<file path="src/rtl/mem_bus_arbiter_pkg.sv">
// Shared widths, ownership state encoding and default doorbell addresses for the
// CPU/IOP memory-port arbiter.
package mem_bus_arbiter_pkg;

    localparam int ADDR_W = 17;
    localparam int DATA_W = 32;
    localparam int BE_W   = 4;

    // Byte lane 0 is the most significant lane, so it lives in the top enable bit.
    localparam int BYTE0 = BE_W - 1;

    localparam logic [ADDR_W-1:0] DEF_CPU_DOORBELL = 17'h20;
    localparam logic [ADDR_W-1:0] DEF_IOP_DOORBELL = 17'h21;

    typedef enum logic [1:0] {
        CPU_OWN    = 2'd0,
        GAP_TO_IOP = 2'd1,
        IOP_OWN    = 2'd2,
        GAP_TO_CPU = 2'd3
    } arb_state_t;

    function automatic logic is_doorbell(input logic [ADDR_W-1:0] addr,
                                         input logic [BE_W-1:0]   be,
                                         input logic [ADDR_W-1:0] bell);
        return be[BYTE0] && (addr == bell);
    endfunction

    // Down-counter width large enough for both the gap and the watchdog reload values.
    function automatic int timer_width(input int gap, input int limit);
        int m;
        m = (gap > limit) ? gap : limit;
        return (m <= 2) ? 1 : $clog2(m);
    endfunction

endpackage

</file>
<file path="src/rtl/mem_bus_arbiter_if.sv">
// Bus bundle between the two masters, the arbiter and Memory.
// master = the environment side (CPU, IOP, Memory); slave = the arbiter.
interface mem_bus_arbiter_if;
    import mem_bus_arbiter_pkg::*;

    logic [ADDR_W-1:0] cpu_address;
    logic [DATA_W-1:0] cpu_data_out;
    logic [BE_W-1:0]   cpu_write_en;
    logic [ADDR_W-1:0] iop_address;
    logic [DATA_W-1:0] iop_data_out;
    logic [BE_W-1:0]   iop_write_en;
    logic [DATA_W-1:0] mem_data_out;

    logic [ADDR_W-1:0] mem_address;
    logic [DATA_W-1:0] mem_data_in;
    logic [BE_W-1:0]   mem_write_en;
    logic [DATA_W-1:0] rd_data;
    logic              cpu_active;
    logic              iop_active;
    logic              bus_error;
    logic              watchdog_fired;

    modport master (
        output cpu_address, cpu_data_out, cpu_write_en,
        output iop_address, iop_data_out, iop_write_en,
        output mem_data_out,
        input  mem_address, mem_data_in, mem_write_en, rd_data,
        input  cpu_active, iop_active, bus_error, watchdog_fired
    );

    modport slave (
        input  cpu_address, cpu_data_out, cpu_write_en,
        input  iop_address, iop_data_out, iop_write_en,
        input  mem_data_out,
        output mem_address, mem_data_in, mem_write_en, rd_data,
        output cpu_active, iop_active, bus_error, watchdog_fired
    );

endinterface

</file>
<file path="src/rtl/mem_bus_arbiter_timer.sv">
// Loadable down-counter shared by the handoff drain gap and the IOP watchdog.
// Load wins over decrement; the count saturates at zero.
module mem_bus_arbiter_timer #(
    parameter int W = 8
) (
    input  logic         clock,
    input  logic         reset,
    input  logic         i_load,
    input  logic [W-1:0] i_load_val,
    input  logic         i_dec,
    output logic         o_zero
);

    logic [W-1:0] r_count;

    always_ff @(posedge clock) begin
        if (reset) begin
            r_count <= '0;
        end else if (i_load) begin
            r_count <= i_load_val;
        end else if (i_dec && (r_count != '0)) begin
            r_count <= r_count - W'(1);
        end
    end

    assign o_zero = (r_count == '0);

endmodule

</file>
<file path="src/rtl/mem_bus_arbiter.sv">
// Owner of the single memory port shared by CPU and IOP; ownership moves on doorbell
// writes with a drain gap between owners. Optional IOP watchdog: define ARB_WATCHDOG_EN.
module mem_bus_arbiter
    import mem_bus_arbiter_pkg::*;
#(
    parameter logic [ADDR_W-1:0] CPU_DOORBELL   = DEF_CPU_DOORBELL,
    parameter logic [ADDR_W-1:0] IOP_DOORBELL   = DEF_IOP_DOORBELL,
    parameter int                GAP_CYCLES     = 1,
    parameter int                WATCHDOG_LIMIT = 256
) (
    input  logic               clock,
    input  logic               reset,
    mem_bus_arbiter_if.slave   bus,
    output arb_state_t         o_state
);

    localparam int              TMR_W    = timer_width(GAP_CYCLES, WATCHDOG_LIMIT);
    localparam logic [TMR_W-1:0] GAP_LOAD = TMR_W'(GAP_CYCLES - 1);

    arb_state_t       r_state;
    logic             r_cpu_active;
    logic             r_iop_active;
    logic             r_bus_error;

    logic             w_cpu_bell;
    logic             w_iop_bell;
    logic             w_violation;
    logic             w_tmr_zero;
    logic             w_tmr_load;
    logic             w_tmr_dec;
    logic [TMR_W-1:0] w_tmr_val;

`ifdef ARB_WATCHDOG_EN
    localparam logic [TMR_W-1:0] WD_LOAD = TMR_W'(WATCHDOG_LIMIT - 1);
    logic             r_wd_fired;
`endif

    assign w_cpu_bell = is_doorbell(bus.cpu_address, bus.cpu_write_en, CPU_DOORBELL);
    assign w_iop_bell = is_doorbell(bus.iop_address, bus.iop_write_en, IOP_DOORBELL);

    // Whoever is not the owner must keep its enables low; during a gap nobody owns the bus.
    assign w_violation = ((r_state != CPU_OWN) && (bus.cpu_write_en != '0)) ||
                         ((r_state != IOP_OWN) && (bus.iop_write_en != '0));

    // A load of N-1 on entry gives N cycles in the state before the timer reads zero.
    always_comb begin
        w_tmr_load = 1'b0;
        w_tmr_dec  = 1'b0;
        w_tmr_val  = GAP_LOAD;
        case (r_state)
            CPU_OWN: begin
                w_tmr_load = w_cpu_bell;
            end
            GAP_TO_IOP: begin
                w_tmr_dec = !w_tmr_zero;
`ifdef ARB_WATCHDOG_EN
                if (w_tmr_zero) begin
                    w_tmr_load = 1'b1;
                    w_tmr_val  = WD_LOAD;
                end
`endif
            end
            IOP_OWN: begin
`ifdef ARB_WATCHDOG_EN
                w_tmr_load = w_iop_bell || w_tmr_zero;
                w_tmr_dec  = !w_iop_bell && !w_tmr_zero;
`else
                w_tmr_load = w_iop_bell;
`endif
            end
            GAP_TO_CPU: begin
                w_tmr_dec = !w_tmr_zero;
            end
            default: begin
                w_tmr_load = 1'b0;
            end
        endcase
    end

    mem_bus_arbiter_timer #(
        .W (TMR_W)
    ) u_timer (
        .clock      (clock),
        .reset      (reset),
        .i_load     (w_tmr_load),
        .i_load_val (w_tmr_val),
        .i_dec      (w_tmr_dec),
        .o_zero     (w_tmr_zero)
    );

    always_ff @(posedge clock) begin
        if (reset) begin
            r_state      <= CPU_OWN;
            r_cpu_active <= 1'b1;
            r_iop_active <= 1'b0;
            r_bus_error  <= 1'b0;
`ifdef ARB_WATCHDOG_EN
            r_wd_fired   <= 1'b0;
`endif
        end else begin
            if (w_violation) begin
                r_bus_error <= 1'b1;
            end
            case (r_state)
                CPU_OWN: begin
                    if (w_cpu_bell) begin
                        r_state      <= GAP_TO_IOP;
                        r_cpu_active <= 1'b0;
                    end
                end
                GAP_TO_IOP: begin
                    if (w_tmr_zero) begin
                        r_state      <= IOP_OWN;
                        r_iop_active <= 1'b1;
                    end
                end
                IOP_OWN: begin
                    // A doorbell in the limit cycle is a normal handoff, not a watchdog event.
                    if (w_iop_bell) begin
                        r_state      <= GAP_TO_CPU;
                        r_iop_active <= 1'b0;
                    end
`ifdef ARB_WATCHDOG_EN
                    else if (w_tmr_zero) begin
                        r_state      <= GAP_TO_CPU;
                        r_iop_active <= 1'b0;
                        r_wd_fired   <= 1'b1;
                    end
`endif
                end
                GAP_TO_CPU: begin
                    if (w_tmr_zero) begin
                        r_state      <= CPU_OWN;
                        r_cpu_active <= 1'b1;
                    end
                end
                default: begin
                    r_state      <= CPU_OWN;
                    r_cpu_active <= 1'b1;
                    r_iop_active <= 1'b0;
                end
            endcase
        end
    end

    // Memory port mux is purely a function of the registered owner; gaps drive zeros.
    always_comb begin
        bus.mem_address  = '0;
        bus.mem_data_in  = '0;
        bus.mem_write_en = '0;
        case (r_state)
            CPU_OWN: begin
                bus.mem_address  = bus.cpu_address;
                bus.mem_data_in  = bus.cpu_data_out;
                bus.mem_write_en = bus.cpu_write_en;
            end
            IOP_OWN: begin
                bus.mem_address  = bus.iop_address;
                bus.mem_data_in  = bus.iop_data_out;
                bus.mem_write_en = bus.iop_write_en;
            end
            default: begin
                bus.mem_address = '0;
            end
        endcase
        if (reset) begin
            bus.mem_write_en = '0;
        end
    end

    assign bus.rd_data    = bus.mem_data_out;
    assign bus.cpu_active = r_cpu_active;
    assign bus.iop_active = r_iop_active;
    assign bus.bus_error  = r_bus_error;
`ifdef ARB_WATCHDOG_EN
    assign bus.watchdog_fired = r_wd_fired;
`else
    assign bus.watchdog_fired = 1'b0;
`endif
    assign o_state = r_state;

endmodule

</file>
<file path="src/flat_wrapper.sv">
// flat-port wrapper written by rule: the top's interface ports become plain ports
module mem_bus_arbiter_flat import mem_bus_arbiter_pkg::*;
#(
    parameter logic [ADDR_W-1:0] CPU_DOORBELL   = DEF_CPU_DOORBELL,
    parameter logic [ADDR_W-1:0] IOP_DOORBELL   = DEF_IOP_DOORBELL,
    parameter int                GAP_CYCLES     = 1,
    parameter int                WATCHDOG_LIMIT = 256
)
  (clock, reset, o_state, bus_cpu_address, bus_cpu_data_out, bus_cpu_write_en, bus_iop_address, bus_iop_data_out, bus_iop_write_en, bus_mem_data_out, bus_mem_address, bus_mem_data_in, bus_mem_write_en, bus_rd_data, bus_cpu_active, bus_iop_active, bus_bus_error, bus_watchdog_fired);
  mem_bus_arbiter_if bus_i ();
  input  logic clock;
  input  logic reset;
  output arb_state_t o_state;
  input wire logic [$bits(bus_i.cpu_address)-1:0] bus_cpu_address;
  input wire logic [$bits(bus_i.cpu_data_out)-1:0] bus_cpu_data_out;
  input wire logic [$bits(bus_i.cpu_write_en)-1:0] bus_cpu_write_en;
  input wire logic [$bits(bus_i.iop_address)-1:0] bus_iop_address;
  input wire logic [$bits(bus_i.iop_data_out)-1:0] bus_iop_data_out;
  input wire logic [$bits(bus_i.iop_write_en)-1:0] bus_iop_write_en;
  input wire logic [$bits(bus_i.mem_data_out)-1:0] bus_mem_data_out;
  output wire logic [$bits(bus_i.mem_address)-1:0] bus_mem_address;
  output wire logic [$bits(bus_i.mem_data_in)-1:0] bus_mem_data_in;
  output wire logic [$bits(bus_i.mem_write_en)-1:0] bus_mem_write_en;
  output wire logic [$bits(bus_i.rd_data)-1:0] bus_rd_data;
  output wire logic [$bits(bus_i.cpu_active)-1:0] bus_cpu_active;
  output wire logic [$bits(bus_i.iop_active)-1:0] bus_iop_active;
  output wire logic [$bits(bus_i.bus_error)-1:0] bus_bus_error;
  output wire logic [$bits(bus_i.watchdog_fired)-1:0] bus_watchdog_fired;
  assign bus_i.cpu_address = bus_cpu_address;
  assign bus_i.cpu_data_out = bus_cpu_data_out;
  assign bus_i.cpu_write_en = bus_cpu_write_en;
  assign bus_i.iop_address = bus_iop_address;
  assign bus_i.iop_data_out = bus_iop_data_out;
  assign bus_i.iop_write_en = bus_iop_write_en;
  assign bus_i.mem_data_out = bus_mem_data_out;
  assign bus_mem_address = bus_i.mem_address;
  assign bus_mem_data_in = bus_i.mem_data_in;
  assign bus_mem_write_en = bus_i.mem_write_en;
  assign bus_rd_data = bus_i.rd_data;
  assign bus_cpu_active = bus_i.cpu_active;
  assign bus_iop_active = bus_i.iop_active;
  assign bus_bus_error = bus_i.bus_error;
  assign bus_watchdog_fired = bus_i.watchdog_fired;
  mem_bus_arbiter #(.CPU_DOORBELL(CPU_DOORBELL), .IOP_DOORBELL(IOP_DOORBELL), .GAP_CYCLES(GAP_CYCLES), .WATCHDOG_LIMIT(WATCHDOG_LIMIT)) u_core (.clock(clock), .reset(reset), .bus(bus_i), .o_state(o_state));
endmodule
</file>
<file path="config.mk">
export PLATFORM = sky130hd
export DESIGN_NAME = mem_bus_arbiter_flat
export DESIGN_NICKNAME = d
export VERILOG_FILES = /design/src/rtl/mem_bus_arbiter_pkg.sv /design/src/rtl/mem_bus_arbiter_if.sv /design/src/rtl/mem_bus_arbiter_timer.sv /design/src/rtl/mem_bus_arbiter.sv /design/src/flat_wrapper.sv
export SDC_FILE = /design/constraint.sdc
export NUM_CORES = 1
export LEC_CHECK = 0
export BUFFER_PORTS_ARGS = -buffer_cell sky130_fd_sc_hd__buf_2
export CORE_MARGIN = 5
export CORE_UTILIZATION = 25
export CTS_CLUSTER_SIZE = 28
export DETAILED_ROUTE_END_ITERATION = 8
export PLACE_DENSITY_LB_ADDON = 0.15
export SLEW_MARGIN = 10
export SYNTH_ARGS = -nofsm -noshare
export SYNTH_HDL_FRONTEND = slang
export SYNTH_HIERARCHICAL = 1
export SYNTH_SLANG_ARGS = --single-unit
</file>
<file path="constraint.sdc">
create_clock -name clock -period 2.1 [get_ports clock]
set_input_delay 0.315 -clock clock [delete_from_list [all_inputs] [get_ports clock]]
set_output_delay 0.315 -clock clock [all_outputs]
set_load 0.01 [all_outputs]
</file>
==> run metrics <==
status=complete, no violations; metal2 WL=4000 µm; DRT iter0 DRCs=45; Post-synth EDFFs=0; gr ovfl total=0; critical-path cell list=or4_4 -> buf_4 -> o41ai_4 -> o31ai_1 -> a311oi_1; Synth Area in Adders=4.32%; CP delay by family, top=compound AO/OA/AOI/OAI gates; pins over their slew limit=0; area of the core=6790 µm²; Max Used Layer=met4; final layout net count=510; crit path max fanout=8; CP arrival=2150 ps; via count=2156; Synth Area in XOR/XNOR=1.51%; Metal-1 WL=2620 µm; Filler Cells Inserted=721; Tcrit/Tclk final=95.1%; critical path type=reg -> reg; Slowest-stage cell, CP=or4_4; CTS tree=built; max-cap violation count=0; Syn. warnings=6; WL met3=1140 µm; first-pass GRT wire length=11700 µm; I/O Buffers=165; antenna fix cells=0; All-Layer GR Usage=17.1%; Critical Path Start Type=flop; Yosys cell types=47; CTS clk-pin slew, worst paths=60 ps; Avg Cell Area, Syn=8.05 µm²; mux contribution to synthesized area=1.15%; FFs w/ async S/R, synth=0%; Final Hold Fails=0; Register Area=265 µm²; element type at the critical path end=flop; Routed WL per cell=17.2 µm; clock share of power=15.2%; Seq pwr share=18.7%; sw frac=40.2%; DR pass1 iterations=4; Leak=1.32 nW; WP buf/inv=1; # IOs=231; root buf cell=clkbuf_8; Max IR drop VDD=220 µV; prevailing post-synth register cell=dfxtp_1; Yosys reg bits=13; DRC violations left=0; Comb pwr share=66.1%; hold buffers post-CTS=0; f_max=501 MHz; DR vias/cell=4.70; Worst Hold Class=reg -> reg; simple-gate share of the synthesized area=18.8%; Crit path required time=2250 ps; share of cells above drive strength 1=59.8%; Power Dens Cells=553 nW/µm²; Worst-Skew Late Latency=240 ps; critical path's largest stage delay=560 ps; Setup Viol. Count Final=0; initial antenna violation count=0; synthesized area=1740 µm²; Psw=0.000595 W; sequential-to-total area share from yosys stat=15.0%; post-route ant nets=0; Row Count=30; largest family of logic cells by synthesized area=compound AO/OA/AOI/OAI gates; Longest Clk Path Bufs=2; number of buffers created by CTS=3; pin count of the biggest net entering global routing=57; Worst-Margin Slew=538 ps; final core occ=39.4%; Die Wd=93.4 µm; footprint of the multi-input gates=1220 µm²; Initial Util=25.6%; Rel. slew slack=64.0%; WHS=463 ps; cells after synthesis=216; crit path time final=2000 ps; vias in the first global route=2144; compound-cell area share of the yosys netlist=39.6%; Placer Congestion=0.817; clk_skew=2.85 ps; Die Span Y=93.4 µm; HPWL after DPL=6780 µm; H-Tree Depth=1; Cell Int Power=0.000883 W; Syn-to-layout area delta=53.7%; die footprint=8720 µm²; drt total wl=7890 µm; CTS sink count=13
[synth_stat cells, types with 2 or more instances]
cell type	n	area share, %
a22o_1	49	25
buf_4	33	14
nor2_1	16	3.5
dfxtp_1	13	15
clkbuf_1	9	1.9
inv_1	8	1.7
a21oi_1	7	2.0
nand2_1	7	1.5
buf_1	6	1.3
ha_1	6	4.3
nor4_1	5	1.8
a22oi_1	4	1.7
nor4b_1	4	2.0
nor3b_1	3	1.3
o21ai_0	3	0.86
xnor2_1	3	1.5
a311oi_1	2	1.0
mux2i_1	2	1.2
nand2b_1	2	0.72
nand3_1	2	0.58
nor3_1	2	0.58
or3_2	2	0.86
or4_1	2	0.86
or4_2	2	1.0
or4_4	2	1.3
[layout make-up]
type / count / area share (%)
clock buffers: 4 / 1.68
inverters: 9 / 1.40
multi-input cells: 154 / 45.6
flip-flops and latches: 13 / 9.92
well taps: 96 / 4.49
repair buffers: 183 / 36.9
[power groups by stage]
stage | clock, W | combinational (W) | sequential [W]
detailed placement | 0 | 0.000984 | 0.000282
CTS | 0.000234 | 0.000987 | 0.000277
finish | 0.000225 | 0.000977 | 0.000276
floorplan | 0 | 0.000637 | 0.000285
global placement | 0 | 0.000988 | 0.000281
global route | 0.000240 | 0.00106 | 0.000278
[cells by family (layout without fill, tap and decap cells)]
kind of cell	after synthesis	in the layout
AOI/OAI and AO/OA	79	79
buffers and inverters	57	196
and+or+nand+nor	55	55
DFF	13	13
adders and majority gates	6	6
xor gates and xnor gates	3	3
muxes	2	2
other	1	9
[metrics by stage]
step	total power (W)	instance area (µm²)	TNS, ps	cells	setup WS (ps)
3_5_place_dp	0.00127	2590	0	454	14.6
6_report	0.00148	2670	0	459	104
5_1_grt	0.00158	2670	-0.0207	459	-0.0207
4_1_cts	0.00150	2630	0	458	13.4
2_1_floorplan	0.000921	1790	0	224	6.27
3_3_place_gp	0.00127	2590	0	454	20.3
[registers in the layout, indices dropped and copies added, names as in the netlist]
| signal | count |
|---|---|
| u_core/bus.iop_active | 1 |
| u_core/bus.cpu_active | 1 |
| u_core/bus.bus_error | 1 |
| u_core/o_state | 2 |
| u_core/u_timer/r_count | 8 |
[timing repair]
item	4_1_cts	5_1_grt
pin swaps	1	3
setup buffers	0	1
setup endpoints to repair	1	3
cloned	0	0
resized for setup	1	9
[worst min-delay path: stages (launching register included)]
cell and delay (ps):
dfxtp_1 320, nor2_1 40, nor2_1 70
[cells in the final DEF (no fill, tap or decap), drive strengths merged, types with 2 or more instances in the layout]
cell type	count
nor4	5
mux2i	2
inv	8
nand2b	2
a21oi	7
or3	2
nor3b	3
nor4b	4
o211ai	2
a22oi	4
o31ai	2
a311oi	2
nor3	3
nor2	16
or4	6
o21ai	3
clkbuf	4
buf	183
ha	6
a22o	50
o41ai	2
nand2	7
xnor2	3
nand3	2
conb	9
dfxtp	13
a211oi	2
[worst paths after layout]
path                                                             start                                     end  slack [ps]  cells after the start
worst max register to register  u_core/u_timer/r_count[2]$_SDFFE_PP0P_  u_core/u_timer/r_count[5]$_SDFFE_PP0P_         100                      5
worst max-delay path            u_core/u_timer/r_count[2]$_SDFFE_PP0P_  u_core/u_timer/r_count[5]$_SDFFE_PP0P_         100                      5
worst min-delay path                 u_core/bus.bus_error$_SDFFE_PP0P_       u_core/bus.bus_error$_SDFFE_PP0P_         460                      2
worst min register to register       u_core/bus.bus_error$_SDFFE_PP0P_       u_core/bus.bus_error$_SDFFE_PP0P_         460                      2
[metal layers]
metal,up-vias,GRT usage [%]
met5,-,0
met4,0,4.03
met3,18,9.57
met2,99,30.3
met1,958,17.3
li1,1081,-
Power figures use the tool's default switching activity.
